[src/rtl/wbslave_timer_pkg.sv]
// Shared constants for the Wishbone timer slave: register map, CTRL bit
// positions and bus handshake states.
package wbslave_timer_pkg;

   localparam logic [2:0] WBT_CTRL  = 3'd0;
   localparam logic [2:0] WBT_STAT  = 3'd1;
   localparam logic [2:0] WBT_LOAD  = 3'd2;
   localparam logic [2:0] WBT_COUNT = 3'd3;
   localparam logic [2:0] WBT_SCR0  = 3'd4;
   localparam logic [2:0] WBT_SCR3  = 3'd7;

   localparam int unsigned CTRL_EN   = 0;
   localparam int unsigned CTRL_IE   = 1;
   localparam int unsigned CTRL_AUTO = 2;

   typedef enum logic [1:0] {
      ST_IDLE = 2'd0,
      ST_WAIT = 2'd1,
      ST_RESP = 2'd2
   } bus_state_t;

endpackage

[src/rtl/wbslave_timer_cnt.sv]
// Timer core: CTRL, LOAD, COUNT and the sticky IRQ flag, updated from
// single-cycle write strobes issued by the bus FSM.
module wbslave_timer_cnt
   import wbslave_timer_pkg::*;
#(
   parameter int DW = 8
) (
   input  logic          clk,
   input  logic          rst_n,
   input  logic          ctrl_we,
   input  logic          stat_we,
   input  logic          load_we,
   input  logic [DW-1:0] wdata,
   output logic [2:0]    ctrl,
   output logic [DW-1:0] load,
   output logic [DW-1:0] count,
   output logic          irq
);

   logic tick_zero;
   logic arm;

   // Expiry detect and the "enable while already at zero" reload case
   always_comb begin
      tick_zero = ctrl[CTRL_EN] && (count == '0);
      arm       = ctrl_we && wdata[CTRL_EN] && !ctrl[CTRL_EN] && (count == '0);
   end

   // Control register; a software write wins over the one-shot self-clear
   always_ff @(posedge clk or negedge rst_n) begin
      if (!rst_n) begin
         ctrl <= '0;
      end else if (ctrl_we) begin
         ctrl <= wdata[2:0];
      end else if (tick_zero && !ctrl[CTRL_AUTO]) begin
         ctrl[CTRL_EN] <= 1'b0;
      end
   end

   // Reload value and down-counter
   always_ff @(posedge clk or negedge rst_n) begin
      if (!rst_n) begin
         load  <= '0;
         count <= '0;
      end else begin
         if (load_we) begin
            load  <= wdata;
            count <= wdata;
         end else if (arm) begin
            count <= load;
         end else if (tick_zero) begin
            if (ctrl[CTRL_AUTO]) begin
               count <= load;
            end
         end else if (ctrl[CTRL_EN]) begin
            count <= count - 1'b1;
         end
      end
   end

   // Sticky IRQ; a set on expiry beats a simultaneous write-one-to-clear
   always_ff @(posedge clk or negedge rst_n) begin
      if (!rst_n) begin
         irq <= 1'b0;
      end else if (tick_zero) begin
         irq <= 1'b1;
      end else if (stat_we && wdata[0]) begin
         irq <= 1'b0;
      end
   end

endmodule

[src/rtl/wbslave_timer.sv]
// Wishbone classic slave: address decode, handshake FSM with optional wait
// states, scratch registers, read mux, and the timer core.
module wbslave_timer
   import wbslave_timer_pkg::*;
#(
   parameter int AW          = 8,
   parameter int DW          = 8,
   parameter int SW          = 1,
   parameter int WAIT_STATES = 0
) (
   input  logic          CLK_I,
   input  logic          RST_I,
   input  logic [AW-1:0] ADR_I,
   input  logic [DW-1:0] DAT_I,
   output logic [DW-1:0] DAT_O,
   input  logic          WE_I,
   input  logic [SW-1:0] SEL_I,
   input  logic          STB_I,
   input  logic          CYC_I,
   output logic          ACK_O,
   output logic          ERR_O,
   output logic          INTR_O
);

   localparam logic [2:0] WS_LAST = 3'(WAIT_STATES - 1);

   bus_state_t    state, nstate;
   logic [2:0]    wcnt, wcnt_n;
   logic          req, mapped, resp, wr;
   logic [2:0]    off;
   logic [DW-1:0] rdata;
   logic [DW-1:0] scr [4];
   logic [2:0]    ctrl;
   logic [DW-1:0] load, count;
   logic          irq;

   // Request qualification and decode; responses need the request still present
   always_comb begin
      req    = STB_I && CYC_I;
      mapped = (ADR_I[AW-1:3] == '0);
      off    = ADR_I[2:0];
      resp   = (state == ST_RESP) && req;
      wr     = resp && mapped && WE_I && SEL_I[0];
   end

   // Handshake next-state logic; a dropped request in WAIT aborts silently
   always_comb begin
      nstate = state;
      wcnt_n = wcnt;
      case (state)
         ST_IDLE: begin
            if (req) begin
               wcnt_n = '0;
               nstate = (WAIT_STATES == 0) ? ST_RESP : ST_WAIT;
            end
         end
         ST_WAIT: begin
            if (!req) begin
               nstate = ST_IDLE;
            end else if (wcnt == WS_LAST) begin
               nstate = ST_RESP;
            end else begin
               wcnt_n = wcnt + 3'd1;
            end
         end
         ST_RESP: nstate = ST_IDLE;
         default: nstate = ST_IDLE;
      endcase
   end

   // Handshake state and wait counter
   always_ff @(posedge CLK_I or negedge RST_I) begin
      if (!RST_I) begin
         state <= ST_IDLE;
         wcnt  <= '0;
      end else begin
         state <= nstate;
         wcnt  <= wcnt_n;
      end
   end

   // Scratch registers at offsets 4..7
   always_ff @(posedge CLK_I or negedge RST_I) begin
      if (!RST_I) begin
         for (int unsigned i = 0; i < 4; i++) scr[i] <= '0;
      end else if (wr && off[2]) begin
         scr[off[1:0]] <= DAT_I;
      end
   end

   wbslave_timer_cnt #(.DW(DW)) u_cnt (
      .clk     (CLK_I),
      .rst_n   (RST_I),
      .ctrl_we (wr && (off == WBT_CTRL)),
      .stat_we (wr && (off == WBT_STAT)),
      .load_we (wr && (off == WBT_LOAD)),
      .wdata   (DAT_I),
      .ctrl    (ctrl),
      .load    (load),
      .count   (count),
      .irq     (irq)
   );

   // Read mux and bus outputs; data is driven only alongside ACK
   always_comb begin
      rdata = '0;
      case (off)
         WBT_CTRL:  rdata[2:0] = ctrl;
         WBT_STAT:  rdata[0]   = irq;
         WBT_LOAD:  rdata      = load;
         WBT_COUNT: rdata      = count;
         default:   rdata      = scr[off[1:0]];
      endcase
      ACK_O  = resp && mapped;
      ERR_O  = resp && !mapped;
      DAT_O  = ACK_O ? rdata : '0;
      INTR_O = irq && ctrl[CTRL_IE];
   end

endmodule
[config.mk]
export PLATFORM = sky130hd
export DESIGN_NAME = wbslave_timer
export DESIGN_NICKNAME = d
export VERILOG_FILES = /design/src/rtl/wbslave_timer_pkg.sv /design/src/rtl/wbslave_timer_cnt.sv /design/src/rtl/wbslave_timer.sv
export SDC_FILE = /design/constraint.sdc
export NUM_CORES = 1
export LEC_CHECK = 0
export CORE_ASPECT_RATIO = 1.1
export CORE_MARGIN = 3
export CORE_UTILIZATION = 45
export CTS_BUF_LIST = sky130_fd_sc_hd__clkbuf_4 sky130_fd_sc_hd__clkbuf_8
export DETAILED_ROUTE_END_ITERATION = 8
export GPL_ROUTABILITY_DRIVEN = 1
export PLACE_DENSITY_LB_ADDON = 0.05
export SLEW_MARGIN = 15
export SYNTH_ARGS = -nofsm -noshare
export SYNTH_HDL_FRONTEND = slang
export SYNTH_SLANG_ARGS = --single-unit
[constraint.sdc]
create_clock -name CLK_I -period 6.76 [get_ports CLK_I]
set_clock_uncertainty 0.1 [all_clocks]
set_input_delay 1.352 -clock CLK_I [delete_from_list [all_inputs] [get_ports CLK_I]]
set_output_delay 1.352 -clock CLK_I [all_outputs]
set_load 0.02 [all_outputs]
* Word-level counts from Yosys, hierarchy flattened *
Index checks and enable logic that the tools add are counted.

cells by class
  add/subtract/negate cells = 2
  multipliers = 0
  div/mod/pow operators = 0
  $lt $le $gt $ge = 2
  equality and inequality tests = 11
  shift operators = 0
  muxes and demuxes = 27
  bitwise gates (word level) = 1
  reduce and logical (&&, ||, !) cells = 33

operator list
  kind                   count
  $mux W8                9
  $bwmux W32             1
  $logic_and A1 B1 Y1    18
  $bmux W8 S2            1
  $demux W8 S2           1
  $pmux W5 S3            1
  $mux W3                3
  $logic_not A8 Y1       1
  $pmux W2 S4            1
  $sub A8 B1 Y8 const B  1
  $eq A3 B2 Y1 const B   2
  $mux W2                3
  $ne A2 B2 Y1 const B   3
  $pmux W3 S2            1
  $reduce_bool A2 Y1     3
  $logic_not A5 Y1       1
  $mux W1                4
  $ne A4 B2 Y1 const B   1
  $pmux W1 S4            1
  $pmux W2 S2            1
  $reduce_and A2 Y1      2
  $reduce_and A4 Y1      1
  $reduce_bool A4 Y1     1
  $add A3 B1 Y3 const B  1
  other kinds (12)       14

storage, ports and cells
  register bits after elaboration = 57
  latch bits = 0
  memory bits (writable) = 0
  bits in read-only memories = 0
  bits of input ports = 22
  output and inout port bits = 11
  word-level logic and storage cells = 87
  memories kept = 0

* Depth between registers and ports, before layout *
Gate-level depths: netlist of run 1.

  depth after elaboration = 11
  depth in mapped cells = 8
  gate-level depth less buffers = 7

* Modules after synthesis *
A second synthesis of run 1 with hierarchy kept.

unflattened totals
  cell total of the unflattened synthesis = 275
  area, all modules = 3017.9 um2

modules (own cells, without submodules)
  module             times used  cells an instance  area each (um2)  sequential area each (um2)
  wbslave_timer      1           152                1888.1           825.8
  wbslave_timer_cnt  1           123                1129.8           500.5

* Least setup slack after synthesis of run 1 *
OpenSTA, ideal clock, no wires.

  kind = input to output
  from = in ADR_I[0]
  to = out DAT_O[5]
  arrival time = 2.905 ns
  setup slack = 2.403 ns
  stages on the path = 5
  buffers on the path = 2
  path through = clkbuf_1 > buf_1 > mux4_2 > a22oi_1 > nor2_1

between the ends
  longest elaborated chain between the ends = 6

ends and longest elaborated chain
  item                                         RTL line              RTL
  start, declared                              wbslave_timer.sv:13   input logic [AW-1:0] ADR_I,
  $not A2 Y3 (implied by the code)             wbslave_timer.sv:112  default: rdata = scr[off[1:0]];
  $bmux W8 S2                                  wbslave_timer.sv:112
  $mux W8 (implied by the code) (2 in series)  wbslave_timer.sv:112
  $pmux W5 S3 (*)                              wbslave_timer.sv:107  case (off)
  $mux W8 (*)                                  wbslave_timer.sv:116  DAT_O = ACK_O ? rdata : '0;
  end, declared                                wbslave_timer.sv:15   output logic [DW-1:0] DAT_O,

Every way passes the cells marked *; elsewhere a longest branch is shown, timed or not. The select of a mux whose other input is x is not followed.

* Worst setup path after layout of run 1 *
  from = in ADR_I[1]
  to = out DAT_O[4]

Same word-level chain as after synthesis.

==> flow_metrics.tcl, run 1 <==
set metrics [dict create \
    outcome "finished clean" \
    final.min_clock_period_ns 5.21 \
    critical_path_class "primary input to output port" \
    p_seq_share_pct 54.5 \
    cts_setup_buffers 0 \
    crit_arrival_ns 3.76 \
    drive_above_1_share_pct 27.1 \
    switchingPower_mw 0.137 \
    post_synth_num_cell_types 50 \
    avgRoutedWirePerCell_um 19.1 \
    drcViolationCount 0 \
    grt_max_degree 38 \
    antenna_found_initial 0 \
    grt_pass1_wl_um 11000 \
    grt_overflow 0 \
    start_kind "primary input" \
    htree_levels 2 \
    dp_hpwl_um 4980 \
    critical_path_peak_fanout 17 \
    slew_viol_final 0 \
    pwr-share-comb_pct 7.6 \
    port_buffers 32 \
    max_freq_mhz 192 \
    ys_seq_elements 53 \
    setup_viol 0 \
    numCtsBuffers 5 \
    dominantRegCellSynth "dfrtp_1" \
    cap_violations 0 \
    area_delta_synth_final_pct 17.1 \
    synthArstFlopShare_pct 100 \
    dr.pass1.iters 5 \
    synth.net_count 274 \
    internal_power_mw 0.447 \
    rsz0062_at_grt "no" \
    postSynthCellCount 251 \
    seq_area_frac_synth_pct 45.7 \
    start_util_pct 46.6 \
    hold_path_class "flip-flop to flip-flop" \
    num_vias 2089 \
    multi_input_area_um2 1510 \
    cts.clk_slew.worst_paths_ns 0.10 \
    io_pins 33 \
    postCtsHoldBufs 0 \
    gp_congestion 0.787 \
    diodes 0 \
    tightest_slew_ns 0.833 \
    slew_headroom_pct 44.3 \
    ctsResizeCount 0 \
    power_mw 0.584 \
    nets 302 \
    netSwitchingFraction_pct 23.4 \
    n_fill_cell 565 \
    avgSynthCellArea_um2 11.6 \
    placed_cell_area_um2 3290 \
    clock_latency_ns 0.31 \
    dp_slack_ns 1.58 \
    synth_area_um2 2900 \
    pwr_density_cell_nw_per_um2 172 \
    fp.dieArea_um2 7450 \
    post-route-util_pct 54.6 \
    drtIter0Drc 83 \
    grtUsageTotal_pct 19.8 \
    core_area_um2 6230 \
    yosysWarningCount 0 \
    synth-edff-count 0 \
    antenna_left 0 \
    vias_per_cell 5.80 \
    die_w_um 82.6 \
    regArea_um2 1330 \
    period_share_pct 77.1 \
    clock-sinks 53 \
    critPathCaptureType "output port" \
    cts-root-buf "clkbuf_8" \
    worst_slack_ns 1.55 \
    cts_tree "yes" \
    die_y_um 90.3 \
    power.share.clock_pct 37.9 \
    grt_pass1_vias 2088 \
    hold_viol 0 \
    wl_um 6890 \
    required_ns 5.31 \
    tns_ns 0 \
    finalInstanceArea_um2 3400 \
    p_leak_nw 1.53 \
    clock_path_buffers 2 \
    rows 30 \
    ir_drop_mv 0.103 \
]
## cells by family (layout without fill, tap and decap cells)
kind of cell | count (synthesis) | count (layout) | share of synthesized area [%]
AND/OR/NAND/NOR | 75 | 75 | 14.0
multiplexers | 61 | 61 | 27.0
flip-flops | 53 | 53 | 45.7
AO/OA/AOI/OAI | 40 | 40 | 9.65
buffers and inverters | 19 | 48 | 2.71
XOR/XNOR | 2 | 2 | 0.603
adder cells (fa/ha/maj) | 1 | 1 | 0.431
## synthesized netlist by cell type (2+ instances only)
cell / instances / share of area (%)
mux2_2: 48 / 19
a22oi_1: 8 / 2.1
or3_1: 3 / 0.65
mux2i_1: 4 / 1.4
dfrtp_1: 53 / 46
o31a_1: 2 / 0.60
and4_1: 2 / 0.60
a2bb2oi_1: 2 / 0.60
o21ai_0: 5 / 0.86
nand3_1: 3 / 0.52
mux4_2: 9 / 7.0
buf_1: 4 / 0.52
nor3_1: 4 / 0.69
xnor2_1: 2 / 0.60
a21oi_1: 10 / 1.7
nand2_1: 17 / 2.2
buf_2: 3 / 0.52
nor2_1: 26 / 3.4
or4_1: 4 / 1.0
a31oi_1: 3 / 0.65
clkbuf_1: 6 / 0.78
inv_1: 5 / 0.65
## area by class of cell
cell class                      count  area share, %
Sequential cell                    53           39.0
Multi-Input combinational cell    179           44.3
Timing Repair Buffer               35           9.93
Clock buffer                        5           2.02
Clock inverter                      3           1.29
Inverter                            5          0.552
Tap cell                           80           2.94
## through the flow
step                      hold WS, ns  cells
after global routing            0.377    360
after floorplan                 0.313    251
final                           0.344    360
after detailed placement        0.335    352
after CTS                       0.349    360
after global placement          0.330    352
## worst max-delay path: stages
cell and delay [ns]:
clkdlybuf4s50_1 1.01, inv_1 0.22, nor2_1 0.30, a22oi_1 0.11, nor2_1 0.13, clkdlybuf4s50_1 0.62
## registers in the layout, summed over array words and instances, names as in the netlist
name         cells
scr             32
u_cnt.count      8
u_cnt.load       8
u_cnt.ctrl       3
state            1
u_cnt.irq        1
## layer usage
layer | share of wire, % | global-route usage [%]
met1 | 45 | 27.8
met2 | 51 | 31.6
met3 | 3.5 | 3.49
met4 | 1.1 | 4.90
met5 | 0 | 0
## path summary, 6_finish.rpt
path | cells after the start | start | to | slack, ns
max reg2reg | 5 | state[1] | scr[16] | 4.15
max in group asynchronous | 2 | RST_I | u_cnt.ctrl[1] | 4.90
min in group asynchronous | 1 | RST_I | scr[26] | 0.84
max | 6 | ADR_I[1] | DAT_O[4] | 1.55
min reg2reg | 1 | state[1] | state[1] | 0.34
min | 1 | state[1] | state[1] | 0.34
## power groups by stage
stage               logic (mW)  clock network [mW]  registers, mW
finish                  0.0443               0.221          0.318
global route            0.0483               0.241          0.319
CTS                     0.0451               0.226          0.318
detailed placement      0.0450                   0          0.325
global placement        0.0448                   0          0.325
floorplan               0.0172                   0          0.325
## cells in the final DEF, fill, tap and decap left out, types with 3 or more instances in the layout
| cell type | count |
|---|---|
| inv_1 | 5 |
| buf_4 | 3 |
| nor3_1 | 4 |
| nand2_1 | 17 |
| clkdlybuf4s50_1 | 31 |
| a22oi_1 | 8 |
| clkbuf_8 | 5 |
| mux2i_1 | 4 |
| a31oi_1 | 3 |
| nand3_1 | 3 |
| or4_1 | 4 |
| mux4_2 | 9 |
| nor2_1 | 26 |
| or3_1 | 3 |
| dfrtp_1 | 53 |
| o21ai_0 | 5 |
| a21oi_1 | 10 |
| mux2_2 | 48 |
No activity file was read; power rests on OpenSTA's default activity.
==> inputs of run 2 (changes only) <==
clock period = 5.3 ns   (was 6.76 ns; I/O delays follow)
==> flow_metrics.tcl, run 2 (synthesis gave the netlist of run 1 again) <==
set metrics [dict create \
    setup_viol 0 \
    crit_end "DAT_O[7]" \
    reg_top3 "scr x32, u_cnt.count x8, u_cnt.load x8" \
    cts-root-buf "clkbuf_8" \
    ctsResizeCount 0 \
    dr.pass1.iters 4 \
    port_buffers 32 \
    critPathCaptureType "output port" \
    hold_viol 0 \
    crit_arrival_ns 3.31 \
    area_delta_synth_final_pct 17.1 \
    grt_max_degree 54 \
    hold_path_depth 1 \
    rows 30 \
    largest_register_ffs 32 \
    tns_ns 0 \
    dp_cells 354 \
    drcViolationCount 0 \
    slew_headroom_pct 55.0 \
    cts_setup_buffers 0 \
    io_pins 33 \
    required_ns 4.14 \
    nets 304 \
    vias_per_cell 5.77 \
    cap_violations 0 \
    start_util_pct 46.6 \
    num_vias 2089 \
    cts_tree "yes" \
    start_kind "primary input" \
    clock-sinks 53 \
    post-route-util_pct 54.6 \
    outcome "finished clean" \
    critical_path_class "primary input to output port" \
    period_share_pct 84.3 \
    cts.clk_slew.worst_paths_ns 0.10 \
    htree_levels 2 \
    wl_um 6550 \
    rr_worst_depth 5 \
    r2r_end "scr[17]" \
    pwr_density_cell_nw_per_um2 209 \
    rrSetupSlack_ns 2.72 \
    avgRoutedWirePerCell_um 18.1 \
    tightest_slew_ns 0.675 \
    dp_hpwl_um 4650 \
    top_register "scr" \
    cp-startpoint "ADR_I[4]" \
    n_fill_cell 590 \
    ir_drop_mv 0.173 \
    die_w_um 82.6 \
    final_cells 362 \
    p_leak_nw 1.53 \
    postCtsHoldBufs 0 \
    layout_commonest_cell "dfrtp_1" \
    drive_above_1_share_pct 27.7 \
    r2r-start "state[1]" \
    rsz0062_at_grt "no" \
    max_freq_mhz 224 \
    grtUsageTotal_pct 19.1 \
    core_area_um2 6230 \
    antenna_found_initial 0 \
    fp.dieArea_um2 7450 \
    numCtsBuffers 5 \
    mostFrequentLayoutCells "53 x dfrtp_1, 48 x mux2_2, 31 x clkdlybuf4s50_1" \
    critical_path_peak_fanout 10 \
    final.min_clock_period_ns 4.47 \
    antenna_left 0 \
    clock_path_buffers 2 \
    grt_pass1_wl_um 10800 \
    diodes 0 \
    grt_overflow 0 \
    hold_ws_ns 0.359 \
    clock_latency_ns 0.32 \
    slew_viol_final 0 \
    hold_path_class "flip-flop to flip-flop" \
    grt_pass1_vias 2076 \
    gp_congestion 0.812 \
    die_y_um 90.3 \
    drtIter0Drc 71 \
]
## run 2: worst min path at each step
stage	from	end
6_report	state[1]	state[1]
5_1_grt	state[1]	state[1]
4_1_cts	state[1]	state[1]
3_5_place_dp	state[1]	state[1]
3_3_place_gp	state[1]	state[1]
2_1_floorplan	state[1]	state[1]
## run 2: power breakdown
group	switching [mW]	total [mW]	leakage [nW]	internal, mW
Combinational	0.0321	0.0566	0.745	0.0245
Clock	0.148	0.247	0.0506	0.0991
Sequential	0.000974	0.406	0.735	0.405
## run 2: through the flow
stage | area (um2) | power, mW | setup slack [ns]
after floorplan | 2900 | 0.436 | 1.53
after global placement | 3300 | 0.472 | 0.825
after detailed placement | 3300 | 0.472 | 0.810
after CTS | 3400 | 0.721 | 0.811
after global routing | 3400 | 0.743 | 0.745
final | 3400 | 0.710 | 0.833
## run 2: metal layers
layer	track usage (%)	part of all wire, %
met5	0	0
met2	30.0	51
met4	4.90	0.81
met1	27.1	43
met3	3.29	4.8
## run 2: area by class of cell
cell class              count  area (um2)  area share (%)
repair buffers             37         353            10.4
flip-flops and latches     53        1330            39.0
clock inverters             3        28.8           0.846
multi-input cells         179        1510            44.3
well taps                  80         100            2.94
inverters                   5        18.8           0.552
clock buffers               5        68.8            2.02
## run 2: worst max-delay path, stage by stage
cell and delay (ns):
clkdlybuf4s50_1 0.47, or4b_1 0.62, or2_1 0.39, nor2_1 0.16, clkdlybuf4s50_1 0.61
==> inputs of run 3 (changes only) <==
clock period = 4.4 ns   (was 5.3 ns; I/O delays follow)
==> flow_metrics.tcl, run 3 (synthesis gave the netlist of run 1 again) <==
set metrics [dict create \
    start_kind "primary input" \
    grt_pass1_vias 2042 \
    cts-root-buf "clkbuf_8" \
    p_leak_nw 1.53 \
    dp_cells 355 \
    wl_um 6630 \
    dp_hpwl_um 4840 \
    cpMostUsedCell "clkdlybuf4s50_1" \
    clock-sinks 53 \
    fp.dieArea_um2 7450 \
    finalInstanceArea_um2 3410 \
    period_share_pct 93.4 \
    die_w_um 82.6 \
    path_buf_inv 2 \
    hold_viol 0 \
    start_util_pct 46.6 \
    num_vias 2051 \
    critical_path_peak_fanout 10 \
    post-route-util_pct 54.8 \
    nets 305 \
    rsz0062_at_grt "no" \
    io_pins 33 \
    r2r_end "scr[22]" \
    diodes 0 \
    clock_latency_ns 0.31 \
    cts_setup_buffers 0 \
    placed_cell_area_um2 3320 \
    r2r-start "state[1]" \
    required_ns 3.42 \
    cpPeakStageDelay_ns 0.61 \
    ir_drop_mv 0.132 \
    port_buffers 32 \
    cts.clk_slew.worst_paths_ns 0.09 \
    setup_viol 0 \
    rrSetupSlack_ns 1.78 \
    tightest_slew_ns 0.672 \
    drcViolationCount 0 \
    avgRoutedWirePerCell_um 18.3 \
    cp_cell_sequence "clkdlybuf4s50_1, or4b_1, or2_1, nor2_1, clkdlybuf4s50_1" \
    outcome "finished clean" \
    hold_ws_ns 0.348 \
    drtIter0Drc 81 \
    hold_end "state[1]" \
    hold_path_depth 1 \
    cpMaxStageDelayCell "or4b_1" \
    final.min_clock_period_ns 4.11 \
    hold_path_class "flip-flop to flip-flop" \
    max_freq_mhz 243 \
    critPathCaptureType "output port" \
    gp_congestion 0.832 \
    n_fill_cell 587 \
    cap_violations 0 \
    antenna_left 0 \
    crit_arrival_ns 3.13 \
    layout_commonest_cell "dfrtp_1" \
    slew_headroom_pct 55.2 \
    antenna_found_initial 0 \
    grt_pass1_wl_um 10700 \
    tns_ns 0 \
    dr.pass1.iters 4 \
    htree_levels 2 \
    hp-start "state[1]" \
    critical_path_class "primary input to output port" \
    mostFrequentLayoutCells "53 x dfrtp_1, 48 x mux2_2, 31 x clkdlybuf4s50_1" \
    numCtsBuffers 5 \
    crit_family "simple AND/OR/NAND/NOR gates" \
    reg_top3 "scr x32, u_cnt.count x8, u_cnt.load x8" \
    clock_path_buffers 2 \
    grt_max_degree 31 \
    largest_register_ffs 32 \
    rows 30 \
    die_y_um 90.3 \
    cts_tree "yes" \
    rr_worst_depth 5 \
    core_area_um2 6230 \
    area_delta_synth_final_pct 17.6 \
    vias_per_cell 5.65 \
    slew_viol_final 0 \
    final_cells 363 \
    top_register "scr" \
    ctsResizeCount 0 \
    postCtsHoldBufs 0 \
    grt_overflow 0 \
    drive_above_1_share_pct 27.9 \
    pwr_density_cell_nw_per_um2 247 \
    grtUsageTotal_pct 18.7 \
]
[run 3: cell count changes in the layout (fill, tap and decap cells not counted), sizes merged]
cell	before	now
clkbuf	5	7
inv	7	5
buf	6	7
clkinv	1	0
clkinvlp	0	1
[run 3: metrics by stage]
step / power [mW] / worst slack (ns)
CTS: 0.855 / 0.275
detailed placement: 0.571 / 0.280
floorplan: 0.525 / 0.987
global route: 0.880 / 0.199
global placement: 0.571 / 0.312
finish: 0.845 / 0.290
[run 3: worst max-delay path by stage]
stage	from	endpoint	slack [ns]	cells after the start
floorplan	ADR_I[0]	DAT_O[5]	0.99	5
global placement	ADR_I[4]	DAT_O[3]	0.31	5
detailed placement	ADR_I[4]	DAT_O[6]	0.28	5
CTS	ADR_I[4]	DAT_O[6]	0.28	5
global route	ADR_I[4]	DAT_O[6]	0.20	5
finish	ADR_I[4]	DAT_O[4]	0.29	5
[run 3: area by class of cell]
class                   count  area [um2]  area share, %
flip-flops and latches     53        1330           38.8
multi-input cells         179        1510           44.1
clock inverters             1        7.51          0.220
repair buffers             38         373           10.9
inverters                   5        18.8          0.550
clock buffers               7        83.8           2.46
well taps                  80         100           2.93
[run 3: where the power goes]
group	switching, mW	leakage (nW)	internal (mW)	total [mW]
clock network	0.159	0.0453	0.125	0.285
logic	0.0393	0.755	0.0314	0.0706
registers	0.00112	0.735	0.488	0.489
[run 3: worst reg2reg max path, cell delays in order, from the launching register on]
cell     delay, ns
dfrtp_1       0.37
or4b_1        0.51
or2_1         0.39
nor2_1        0.24
and4_1        0.51
mux2_2        0.40
[run 3: metal layers]
metal | part of all wire [%] | GRT usage [%] | wire, um
met1 | 46 | 26.1 | 3060
met5 | 0 | 0 | 0
met3 | 2.9 | 3.49 | 193
met4 | 0.75 | 4.09 | 50
met2 | 50 | 30.2 | 3320
